===== src/rtl/io_device_table_pkg.sv =====
// Shared types for the I/O-port decode table: device ids, entry record,
// config byte layout and the loader states.
package io_device_table_pkg;

    localparam int IO_CFG_BYTES = 4;
    localparam int BYTE_PORT    = 0;
    localparam int BYTE_MASK    = 1;
    localparam int BYTE_PARAM   = 2;
    localparam int BYTE_TAG     = 3;

    typedef enum logic [3:0] {
        DEV_NONE = 4'd0,
        DEV_OPL3 = 4'd1,
        DEV_SCC  = 4'd2,
        DEV_PSG  = 4'd3,
        DEV_VDP  = 4'd4,
        DEV_PPI  = 4'd5,
        DEV_RTC  = 4'd6
    } device_t;

    // tag byte is {id, num, pad}, kept raw so id/num widths stay parametric
    typedef struct packed {
        logic [7:0] port;
        logic [7:0] mask;
        logic [7:0] param;
        logic [7:0] tag;
    } io_device_t;

    typedef enum logic [1:0] {
        ST_LOAD  = 2'd0,
        ST_READY = 2'd1,
        ST_ERROR = 2'd2
    } cfg_state_t;

    function automatic logic port_hit(
        input logic [7:0] addr,
        input logic [7:0] port,
        input logic [7:0] mask
    );
        return ((addr ^ port) & mask) == 8'h00;
    endfunction

endpackage


===== src/rtl/io_device_table_prio.sv =====
// Priority resolver for the table match vector: lowest set index wins,
// and multi flags that more than one entry claimed the cycle.
module io_prio_match #(
    parameter int N  = 16,
    parameter int IW = $clog2(N)
) (
    input  logic [N-1:0]  match_i,
    output logic [IW-1:0] idx_o,
    output logic          hit_o,
    output logic          multi_o
);

    logic [IW-1:0] idx;
    logic          hit;
    logic          multi;

    always_comb begin
        idx   = '0;
        hit   = 1'b0;
        multi = 1'b0;
        for (int i = 0; i < N; i++) begin
            if (match_i[i]) begin
                if (hit) begin
                    multi = 1'b1;
                end else begin
                    hit = 1'b1;
                    idx = IW'(i);
                end
            end
        end
    end

    assign idx_o   = idx;
    assign hit_o   = hit;
    assign multi_o = multi;

endmodule


===== src/rtl/io_device_table.sv =====
// Boot-loaded I/O port decode table: streams 4-byte entries in, then turns
// each Z80 I/O cycle start into one registered device select.
module io_device_table
    import io_device_table_pkg::*;
#(
    parameter int NUM_ENTRIES = 16,
    parameter int ID_W        = 4,
    parameter int NUM_W       = 2
) (
    input  logic                             clk,
    input  logic                             reset,
    input  logic                             cfg_clear,
    input  logic                             cfg_valid,
    input  logic [7:0]                       cfg_data,
    input  logic                             cfg_last,
    output logic                             cfg_ready,
    output logic                             cfg_done,
    output logic                             cfg_error,
    output logic [$clog2(NUM_ENTRIES+1)-1:0] entry_count,
    input  logic                             iorq,
    input  logic                             rd,
    input  logic                             wr,
    input  logic                             m1,
    input  logic [7:0]                       addr,
    output logic                             sel_strobe,
    output logic                             sel_hit,
    output logic [ID_W-1:0]                  sel_id,
    output logic [NUM_W-1:0]                 sel_num,
    output logic [7:0]                       sel_param,
    output logic                             sel_wr,
    output logic                             sel_conflict
);

    localparam int CNT_W = $clog2(NUM_ENTRIES + 1);
    localparam int IDX_W = $clog2(NUM_ENTRIES);
    localparam int PAD_W = 8 - ID_W - NUM_W;

    cfg_state_t       state_q, state_d;
    logic [1:0]       bidx_q, bidx_d;
    logic [CNT_W-1:0] cnt_q, cnt_d;
    logic             accept;
    logic             full;
    logic             commit;

    logic [7:0]       port_stg_q;
    logic [7:0]       mask_stg_q;
    logic [7:0]       param_stg_q;

    io_device_t       tbl_q [NUM_ENTRIES];
    logic [NUM_ENTRIES-1:0] vld_q;

    logic [NUM_ENTRIES-1:0] match;
    logic [IDX_W-1:0] win_idx;
    logic             any_hit;
    logic             multi;
    io_device_t       win;

    logic             io_act;
    logic             io_prev_q;
    logic             io_start;

    logic             strobe_q;
    logic             hit_q;
    logic [ID_W-1:0]  id_q;
    logic [NUM_W-1:0] num_q;
    logic [7:0]       param_q;
    logic             wr_q;
    logic             conflict_q;

    logic             unused_pad;

    assign cfg_ready   = (state_q == ST_LOAD);
    assign cfg_done    = (state_q == ST_READY);
    assign cfg_error   = (state_q == ST_ERROR);
    assign entry_count = cnt_q;

    assign accept = cfg_valid & cfg_ready;
    assign full   = (cnt_q == CNT_W'(NUM_ENTRIES));

    always_comb begin
        state_d = state_q;
        bidx_d  = bidx_q;
        cnt_d   = cnt_q;
        commit  = 1'b0;
        unique case (state_q)
            ST_LOAD: begin
                if (accept) begin
                    if (bidx_q == 2'd0 && full) begin
                        state_d = ST_ERROR;
                    end else if (bidx_q == 2'(BYTE_TAG)) begin
                        commit = 1'b1;
                        cnt_d  = cnt_q + CNT_W'(1);
                        bidx_d = 2'd0;
                        if (cfg_last) state_d = ST_READY;
                    end else begin
                        bidx_d = bidx_q + 2'd1;
                        if (cfg_last) state_d = ST_ERROR;
                    end
                end
            end
            default: ;
        endcase
    end

    always_ff @(posedge clk) begin
        if (reset || cfg_clear) begin
            state_q <= ST_LOAD;
            bidx_q  <= 2'd0;
            cnt_q   <= '0;
        end else begin
            state_q <= state_d;
            bidx_q  <= bidx_d;
            cnt_q   <= cnt_d;
        end
    end

    // Staging and table payload need no reset; vld_q gates every use.
    always_ff @(posedge clk) begin
        if (accept && !cfg_clear) begin
            case (bidx_q)
                2'(BYTE_PORT):  port_stg_q  <= cfg_data;
                2'(BYTE_MASK):  mask_stg_q  <= cfg_data;
                2'(BYTE_PARAM): param_stg_q <= cfg_data;
                default: ;
            endcase
        end
    end

    always_ff @(posedge clk) begin
        for (int i = 0; i < NUM_ENTRIES; i++) begin
            if (commit && cnt_q == CNT_W'(i)) begin
                tbl_q[i] <= '{port:  port_stg_q,
                              mask:  mask_stg_q,
                              param: param_stg_q,
                              tag:   cfg_data};
            end
        end
    end

    // A DEV_NONE entry takes its slot but never becomes matchable.
    always_ff @(posedge clk) begin
        if (reset || cfg_clear) begin
            vld_q <= '0;
        end else if (commit) begin
            for (int i = 0; i < NUM_ENTRIES; i++) begin
                if (cnt_q == CNT_W'(i)) begin
                    vld_q[i] <= (cfg_data[7 -: ID_W] != ID_W'(DEV_NONE));
                end
            end
        end
    end

    always_comb begin
        match = '0;
        for (int i = 0; i < NUM_ENTRIES; i++) begin
            match[i] = vld_q[i] &
                       port_hit(addr, tbl_q[i].port, tbl_q[i].mask);
        end
    end

    io_prio_match #(
        .N  (NUM_ENTRIES),
        .IW (IDX_W)
    ) u_prio (
        .match_i (match),
        .idx_o   (win_idx),
        .hit_o   (any_hit),
        .multi_o (multi)
    );

    assign win        = tbl_q[win_idx];
    assign unused_pad = ^win.tag[PAD_W-1:0];

    assign io_act   = iorq & (rd | wr) & ~m1;
    assign io_start = io_act & ~io_prev_q;

    // io_prev_q tracks io_act through reset so a held strobe needs a new edge.
    always_ff @(posedge clk) begin
        if (reset || cfg_clear) begin
            io_prev_q  <= io_act;
            strobe_q   <= 1'b0;
            hit_q      <= 1'b0;
            id_q       <= ID_W'(DEV_NONE);
            num_q      <= '0;
            param_q    <= 8'h00;
            wr_q       <= 1'b0;
            conflict_q <= 1'b0;
        end else begin
            io_prev_q <= io_act;
            strobe_q  <= io_start;
            if (io_start) begin
                wr_q <= wr;
                if (state_q == ST_READY && any_hit) begin
                    hit_q   <= 1'b1;
                    id_q    <= win.tag[7 -: ID_W];
                    num_q   <= win.tag[7-ID_W -: NUM_W];
                    param_q <= win.param;
                    if (multi) conflict_q <= 1'b1;
                end else begin
                    hit_q   <= 1'b0;
                    id_q    <= ID_W'(DEV_NONE);
                    num_q   <= '0;
                    param_q <= 8'h00;
                end
            end
        end
    end

    assign sel_strobe   = strobe_q;
    assign sel_hit      = hit_q;
    assign sel_id       = id_q;
    assign sel_num      = num_q;
    assign sel_param    = param_q;
    assign sel_wr       = wr_q;
    assign sel_conflict = conflict_q;

endmodule


===== config.mk =====
export PLATFORM = sky130hd
export DESIGN_NAME = io_device_table
export DESIGN_NICKNAME = d
export VERILOG_FILES = /design/src/rtl/io_device_table_pkg.sv /design/src/rtl/io_device_table_prio.sv /design/src/rtl/io_device_table.sv
export SDC_FILE = /design/constraint.sdc
export NUM_CORES = 1
export LEC_CHECK = 0
export CAP_MARGIN = 0
export CORE_MARGIN = 2
export CORE_UTILIZATION = 66
export CTS_CLUSTER_DIAMETER = 100
export DETAILED_ROUTE_END_ITERATION = 16
export PLACE_DENSITY = 0.85
export SLEW_MARGIN = 40
export SYNTH_ARGS = -nofsm -noshare
export SYNTH_HDL_FRONTEND = slang
export SYNTH_SLANG_ARGS = --single-unit

===== constraint.sdc =====
create_clock -name clk -period 5.85 [get_ports clk]
set_clock_uncertainty 0.05 [all_clocks]
set_input_delay 1.17 -clock clk [delete_from_list [all_inputs] [get_ports clk]]
set_output_delay 1.17 -clock clk [all_outputs]
set_load 0.02 [all_outputs]

==> reports/metrics.csv, run 1 <==
metric,value,unit
chip height,183,um
Post-synth top flop,edfxtp_1,
CTS root buffer,clkbuf_16,
max_slew headroom,42.5,%
Fmax,194,MHz
Final Hold Viols,0,
PostCTS Resize Cnt,0,
top cell type by total area after synthesis,edfxtp_1,
crit-path max FO,14,
# DRC,0,
Die Span X,183,um
Worst path max stage delay,0.95,ns
Ys Warns,0,
syn_area_per_cell,17.8,um^2
Synth top area share,71.4,%
GRT Util Overall,30.4,%
sequential element share of the synthesized area,75.5,%
P_leak,8.09,nW
reg2reg path depth,13,
buffers and inverters on the worst path,4,
initial antenna violation count,0,
Reg2Reg Setup Slack,1.87,ns
P_int,6.09,mW
final setup violation count,0,
Startpoint Class,primary input,
post-DR vias/cell,6.70,
"most used cell, CP",buf_4,
number of max-cap violations,0,
pre-CTS setup slack,0.323,ns
crit-path cells,clkdlybuf4s50_1 -> buf_4 -> xor2_1 -> a222oi_1 -> and4_4 -> nor4_4 -> nand3_1 -> nor2_1 -> o21a_4 -> buf_4 -> buf_4 -> mux2_2 -> a22oi_1 -> nand4_1,
CTS buffer count,51,
CTS Sinks,548,
Sw Ratio,19.7,%
number of enable flip-flop cells after synthesis,504,
synthesized cell area,0.0212,mm^2
routed wire length,49.7,mm
worst hold path class,flop to flop,
# hold bufs at CTS,0,
largest net degree at the start of global routing,33,
core region area,0.0316,mm^2
Post CTS Setup Buffer Count,0,
FF-to-FF End,sel_param[5]$_SDFFE_PP0P_,
combinational fraction of design power,1.9,%
"Slew Viols, Final",0,
CP max stage cell,clkdlybuf4s50_1,
TritonCTS clock tree,done,
most frequent cell after synthesis,edfxtp_1,
full die area,0.0336,mm^2
# rows,65,
via count,11800,
clk_lat worst skew,0.57,ns
Crit Path Category,primary input to flop,
vias in the first global route,12100,
arrival time at the worst endpoint,5.54,ns
Async SR Flop Fraction,0,%
Worst Hold Path EP,sel_hit$_SDFFE_PP0P_,
min-delay src,sel_hit$_SDFFE_PP0P_,
RSZ-0062 raised after global routing,false,
nets@finish,1349,
Yosys reg bits,548,
WHS Path Cells,2,
post-synthesis to final-layout area growth,14.9,%
"Worst Setup Slack, final",0.692,ns
Sum Neg Setup Slack,0,ns
P_sw,1.49,mW
dpl hpwl,29.2,mm
Starting Density,67.0,%
wire length per cell,28.3,um
GRT overflow,0,
PortBufs,50,
Ports,51,
Worst IR Drop VDD,0.000246,V
share of cells above drive strength 1,18.6,%
htree depth,2,
most frequent cells after synthesis,"edfxtp_1, xor2_1, nor2_1, nand2_1, mux2_2",
period utilization,88.2,%
Clock transition at path regs,0.06,ns
Synth cell types,63,
Setup crit end kind,flop,
Starting DRT DRC Count,1571,
CP top delay family,buffers and inverters,
Post-DRT Antenna Nets,0,
Max clock buf depth,3,
pwr/cell area,311,mW/mm^2
outcome,finished clean,
RD Place Congestion,0.909,
fin crit period,5.16,ns
Gate Count Post-Synth,1193,
first-pass GRT wire length,73.9,mm
Worst EP required,6.23,ns
Worst Max-Slew Pin Slew,0.862,ns
sequential share of power,56.2,%
drt pass-1 iters,8,
"Net Count, Synth",1228,
diode count,0,
Clock power frac,41.9,%
synth top area cells,"edfxtp_1, xor2_1, dfxtp_1, mux2_2, mux4_2",
Reg2Reg Launch Point,tbl_q[5][29]$_DFFE_PP_,
## flip-flops by register name (all words and copies together), names as in the netlist, 2 cells and up
name         flops
tbl_q          480
vld_q           16
mask_stg_q       8
param_stg_q      8
port_stg_q       8
sel_param        8
entry_count      5
sel_id           4
bidx_q           2
sel_num          2
state_q          2
## cell usage in the layout (no fill, tap or decap), types with 8 or more instances in the layout
master / netlist / routed
clkbuf_1: 10 / 14
o211ai_1: 9 / 9
a221oi_1: 11 / 11
inv_1: 12 / 12
mux2i_1: 13 / 13
and4_1: 8 / 8
clkbuf_16: 0 / 52
clkinv_1: 0 / 10
edfxtp_1: 504 / 504
buf_16: 0 / 11
clkinv_2: 0 / 11
buf_4: 9 / 43
a222oi_1: 16 / 16
mux4_2: 24 / 24
xor2_1: 130 / 130
nand4_1: 16 / 16
dfxtp_1: 44 / 44
nor2_4: 0 / 11
ha_1: 10 / 10
mux2_2: 52 / 52
a22o_1: 13 / 13
a22oi_1: 46 / 46
nand2_1: 54 / 54
nor3_1: 31 / 27
clkdlybuf4s50_1: 0 / 50
nor2_1: 64 / 53
## cell type report
type                            count  area [um^2]
Clock inverter                     27          215
Tap cell                          402          503
Fill cell                        1530         7250
Timing Repair Buffer              114         1290
Clock buffer                       68         1380
Multi-Input combinational cell    586         4930
Sequential cell                   548        16000
Inverter                           13         48.8
## worst max-delay path by stage
stage,slack (ns),to,depth (start not counted),from
finish,0.69,sel_param[5]$_SDFFE_PP0P_,14,addr[4]
global route,0.57,sel_param[5]$_SDFFE_PP0P_,14,addr[4]
CTS,0.74,sel_param[5]$_SDFFE_PP0P_,14,addr[4]
detailed placement,0.32,sel_param[6]$_SDFFE_PP0P_,14,addr[4]
global placement,0.46,sel_param[5]$_SDFFE_PP0P_,13,addr[4]
floorplan,1.45,vld_q[0]$_SDFFE_PP0P_,6,cfg_valid
## power groups by stage
| stage | registers [mW] | logic (mW) | clock network (mW) |
|---|---|---|---|
| after CTS | 4.26 | 0.144 | 3.18 |
| after global placement | 4.35 | 0.136 | 0 |
| final | 4.27 | 0.146 | 3.18 |
| after detailed placement | 4.35 | 0.140 | 0 |
| after global routing | 4.26 | 0.155 | 3.34 |
| after floorplan | 4.34 | 0.0796 | 0 |
## worst register-to-register path, delay by kind of cell (launching register included)
kind	cells	cell delay, ns
DFF	1	0.37
xor gates and xnor gates	1	0.15
buffers and inverters	2	0.50
AOI/OAI and AO/OA	6	1.71
muxes	1	0.36
and+or+nand+nor	3	0.71
## routing by layer
| metal | global-route usage, % | part of all wire (%) | wire (um) | up-vias |
|---|---|---|---|---|
| met3 | 7.15 | 12 | 6110 | 155 |
| met1 | 40.9 | 36 | 17900 | 5830 |
| li1 | - | - | - | 4901 |
| met5 | 0 | 0 | 0 | - |
| met2 | 48.4 | 48 | 23800 | 892 |
| met4 | 13.4 | 3.8 | 1890 | 0 |
## through the flow
stage / power [mW] / hold slack [ns] / instance area, um^2 / util, % / instances
3_5_place_dp: 4.49 / 0.420 / 22800 / 72.0 / 1663
6_report: 7.59 / 0.428 / 24400 / 77.1 / 1758
2_1_floorplan: 4.42 / 0.402 / 21200 / - / 1193
5_1_grt: 7.76 / 0.462 / 24400 / 77.1 / 1758
4_1_cts: 7.59 / 0.426 / 24400 / 77.1 / 1758
3_3_place_gp: 4.48 / 0.392 / 22400 / 70.7 / 1645
## cell families after synthesis
logic type	share of synthesized area [%]
XOR/XNOR	5.41
flip-flops	75.5
AO/OA/AOI/OAI	5.17
AND/OR/NAND/NOR	5.44
buffers and inverters	1.86
adder cells (fa/ha/maj)	0.590
multiplexers	6.03
Power figures use the tool's default switching activity.
==> inputs of run 2 (changes only) <==
--- a/config.mk
+++ b/config.mk
@@ -6,11 +6,12 @@
 export NUM_CORES = 1
 export LEC_CHECK = 0
 export CAP_MARGIN = 0
-export CORE_MARGIN = 2
+export CORE_MARGIN = 3
 export CORE_UTILIZATION = 66
 export CTS_CLUSTER_DIAMETER = 100
 export DETAILED_ROUTE_END_ITERATION = 16
 export PLACE_DENSITY = 0.85
+export SKIP_CTS_REPAIR_TIMING = 1
 export SLEW_MARGIN = 40
 export SYNTH_ARGS = -nofsm -noshare
 export SYNTH_HDL_FRONTEND = slang
==> reports/metrics.csv, run 2 (synthesis gave the netlist of run 1 again) <==
metric,value,unit,change
number of max-cap violations,0,,unchanged
CP max stage cell,clkdlybuf4s50_1,,unchanged
Fmax,193,MHz,was 194 MHz
post-synthesis to final-layout area growth,15.4,%,was 14.9%
wire length per cell,29.1,um,was 28.3 um
worst hold path class,flop to flop,,unchanged
biggest regs,"tbl_q: 480 flops, vld_q: 16 flops",,unchanged
largest net degree at the start of global routing,33,,unchanged
FF-to-FF End,sel_id[3]$_SDFFE_PP0P_,,was sel_param[5]$_SDFFE_PP0P_
post-DR vias/cell,6.78,,was 6.70
final cell count without fillers,1755,,"was 1,758"
most frequent cells in the layout,"edfxtp_1, xor2_1, nand2_1, nor2_1, clkbuf_16",,"was edfxtp_1, xor2_1, nand2_1, nor2_1"
Startpoint Class,primary input,,unchanged
chip height,185,um,was 183 um
share of cells above drive strength 1,19.0,%,was 18.6%
Worst EP required,6.23,ns,about the same
Crit Path Category,primary input to flop,,unchanged
Starting Density,67.0,%,unchanged
Setup crit end kind,flop,,unchanged
TritonCTS clock tree,done,,unchanged
max reg flops,480,,unchanged
Starting DRT DRC Count,1655,,"was 1,571"
Reg2Reg Launch Point,tbl_q[5][29]$_DFFE_PP_,,unchanged
"Slew Viols, Final",0,,unchanged
crit-path cells,clkdlybuf4s50_1 -> buf_4 -> xor2_1 -> a222oi_1 -> and4_1 -> nor3_1 -> nand3_1 -> nor2_1 -> o21a_4 -> buf_12 -> mux4_2 -> a22oi_1 -> nand4_1,,was clkdlybuf4s50_1 -> buf_4 -> xor2_1 -> a222oi_1 -> and4_4 -> nor4_4 -> nand3_1 -> nor2_1 -> o21a_4 -> buf_4 -> buf_4 -> mux2_2 -> a22oi_1 -> nand4_1
crit-path max FO,27,,was 14
dpl cells,1659,,"was 1,663"
Clock transition at path regs,0.06,ns,about the same
reg2reg path depth,13,,unchanged
CTS root buffer,clkbuf_16,,unchanged
sequential standard cell area,0.0160,mm^2,unchanged
core region area,0.0316,mm^2,unchanged
fin crit period,5.17,ns,was 5.16 ns
max_slew headroom,39.6,%,was 42.5%
pwr/cell area,319,mW/mm^2,was 311 mW/mm^2
Sum Neg Setup Slack,0,ns,unchanged
Worst Max-Slew Pin Slew,0.907,ns,was 0.862 ns
Die Span X,185,um,was 183 um
Max clock buf depth,3,,unchanged
final setup violation count,0,,unchanged
routed wire length,51.1,mm,was 49.7 mm
Ports,51,,unchanged
clk_lat worst skew,0.56,ns,was 0.57 ns
htree depth,2,,unchanged
Final Hold Viols,0,,unchanged
CTS Sinks,548,,unchanged
via count,11900,,was 11.8k
worst hold slack,0.446,ns,was 0.428 ns
full die area,0.0343,mm^2,was 0.0336 mm^2
WHS Path Cells,2,,unchanged
total power,7.81,mW,was 7.59 mW
RD Place Congestion,0.907,,was 0.909
CTS buffer count,51,,unchanged
Worst IR Drop VDD,0.000313,V,was 0.000246 V
Post-DRT Antenna Nets,0,,unchanged
dpl hpwl,29.3,mm,was 29.2 mm
nets@finish,1345,,"was 1,349"
arrival time at the worst endpoint,5.55,ns,was 5.54 ns
register name with the most flops,tbl_q,,unchanged
vias in the first global route,12200,,was 12.1k
# DRC,0,,unchanged
outcome,finished clean,,unchanged
GRT overflow,0,,unchanged
# rows,65,,unchanged
min-delay src,vld_q[15]$_SDFFE_PP0P_,,was sel_hit$_SDFFE_PP0P_
first-pass GRT wire length,75.4,mm,was 73.9 mm
initial antenna violation count,1,,was 0
Worst path max stage delay,0.93,ns,was 0.95 ns
period utilization,88.4,%,was 88.2%
PortBufs,50,,unchanged
P_leak,8.13,nW,was 8.09 nW
Worst Hold Path EP,vld_q[15]$_SDFFE_PP0P_,,was sel_hit$_SDFFE_PP0P_
Multi-input gate area,0.00491,mm^2,was 0.00493 mm^2
"commonest non-fill, non-tap cell in the layout",edfxtp_1,,unchanged
drt pass-1 iters,5,,was 8
Reg2Reg Setup Slack,1.80,ns,was 1.87 ns
RSZ-0062 raised after global routing,false,,unchanged
GRT Util Overall,30.1,%,was 30.4%
Fill cells,1554,,"was 1,530"
[run 2: cell types whose count changed in the layout (fill, tap and decap cells not counted), moves of 3 or more]
| cell | before | now |
|---|---|---|
| clkbuf_1 | 14 | 6 |
| buf_4 | 43 | 37 |
| buf_8 | 7 | 10 |
| bufinv_16 | 3 | 6 |
| clkinv_4 | 0 | 3 |
| clkinvlp_4 | 1 | 4 |
[run 2: final cells by class]
class,count,area share (%)
antenna,1,0.0102
clock buffer,63,5.74
clock inverter,32,1.34
inverter,13,0.199
multi-input combinational,586,20.1
sequential,548,65.4
tap,402,2.06
timing repair buffer,110,5.13
[run 2: critical path, delay by kind of cell]
kind,cells,cell delay (ns)
multiplexers,1,0.52
XOR/XNOR,1,0.17
AND/OR/NAND/NOR,5,1.51
AO/OA/AOI/OAI,3,0.65
buffers and inverters,3,1.49
[run 2: worst max path at each step]
stage                     startpoint                   endpoint  slack (ns)
after floorplan            cfg_valid      vld_q[0]$_SDFFE_PP0P_        1.45
after global placement       addr[7]  sel_param[4]$_SDFFE_PP0P_        0.44
after detailed placement     addr[7]     sel_id[3]$_SDFFE_PP0P_        0.33
after CTS                    addr[7]  sel_param[6]$_SDFFE_PP0P_        0.82
after global routing         addr[3]  sel_param[6]$_SDFFE_PP0P_        0.56
final                        addr[3]     sel_id[3]$_SDFFE_PP0P_        0.68
[run 2: per-stage QoR]
step	setup WS [ns]	cell area [um^2]	utilization, %
finish	0.680	24500	77.4
detailed placement	0.332	22700	71.9
CTS	0.818	24500	77.3
global placement	0.439	22300	70.6
floorplan	1.45	21200	-
global route	0.560	24500	77.3
[run 2: routing by layer]
| layer | up-vias | part of all wire, % | track usage [%] |
|---|---|---|---|
| met5 | - | 0.025 | 0 |
| met4 | 2 | 4.5 | 12.9 |
| met3 | 207 | 12 | 6.85 |
| met2 | 866 | 47 | 47.6 |
| met1 | 5922 | 36 | 41.2 |
| li1 | 4897 | - | - |
[run 2: where the power goes]
part	switching, mW	total (mW)	leakage, nW	internal (mW)
registers	0.0196	4.26	4.89	4.25
logic	0.0904	0.146	2.40	0.0555
clock network	1.42	3.40	0.844	1.98
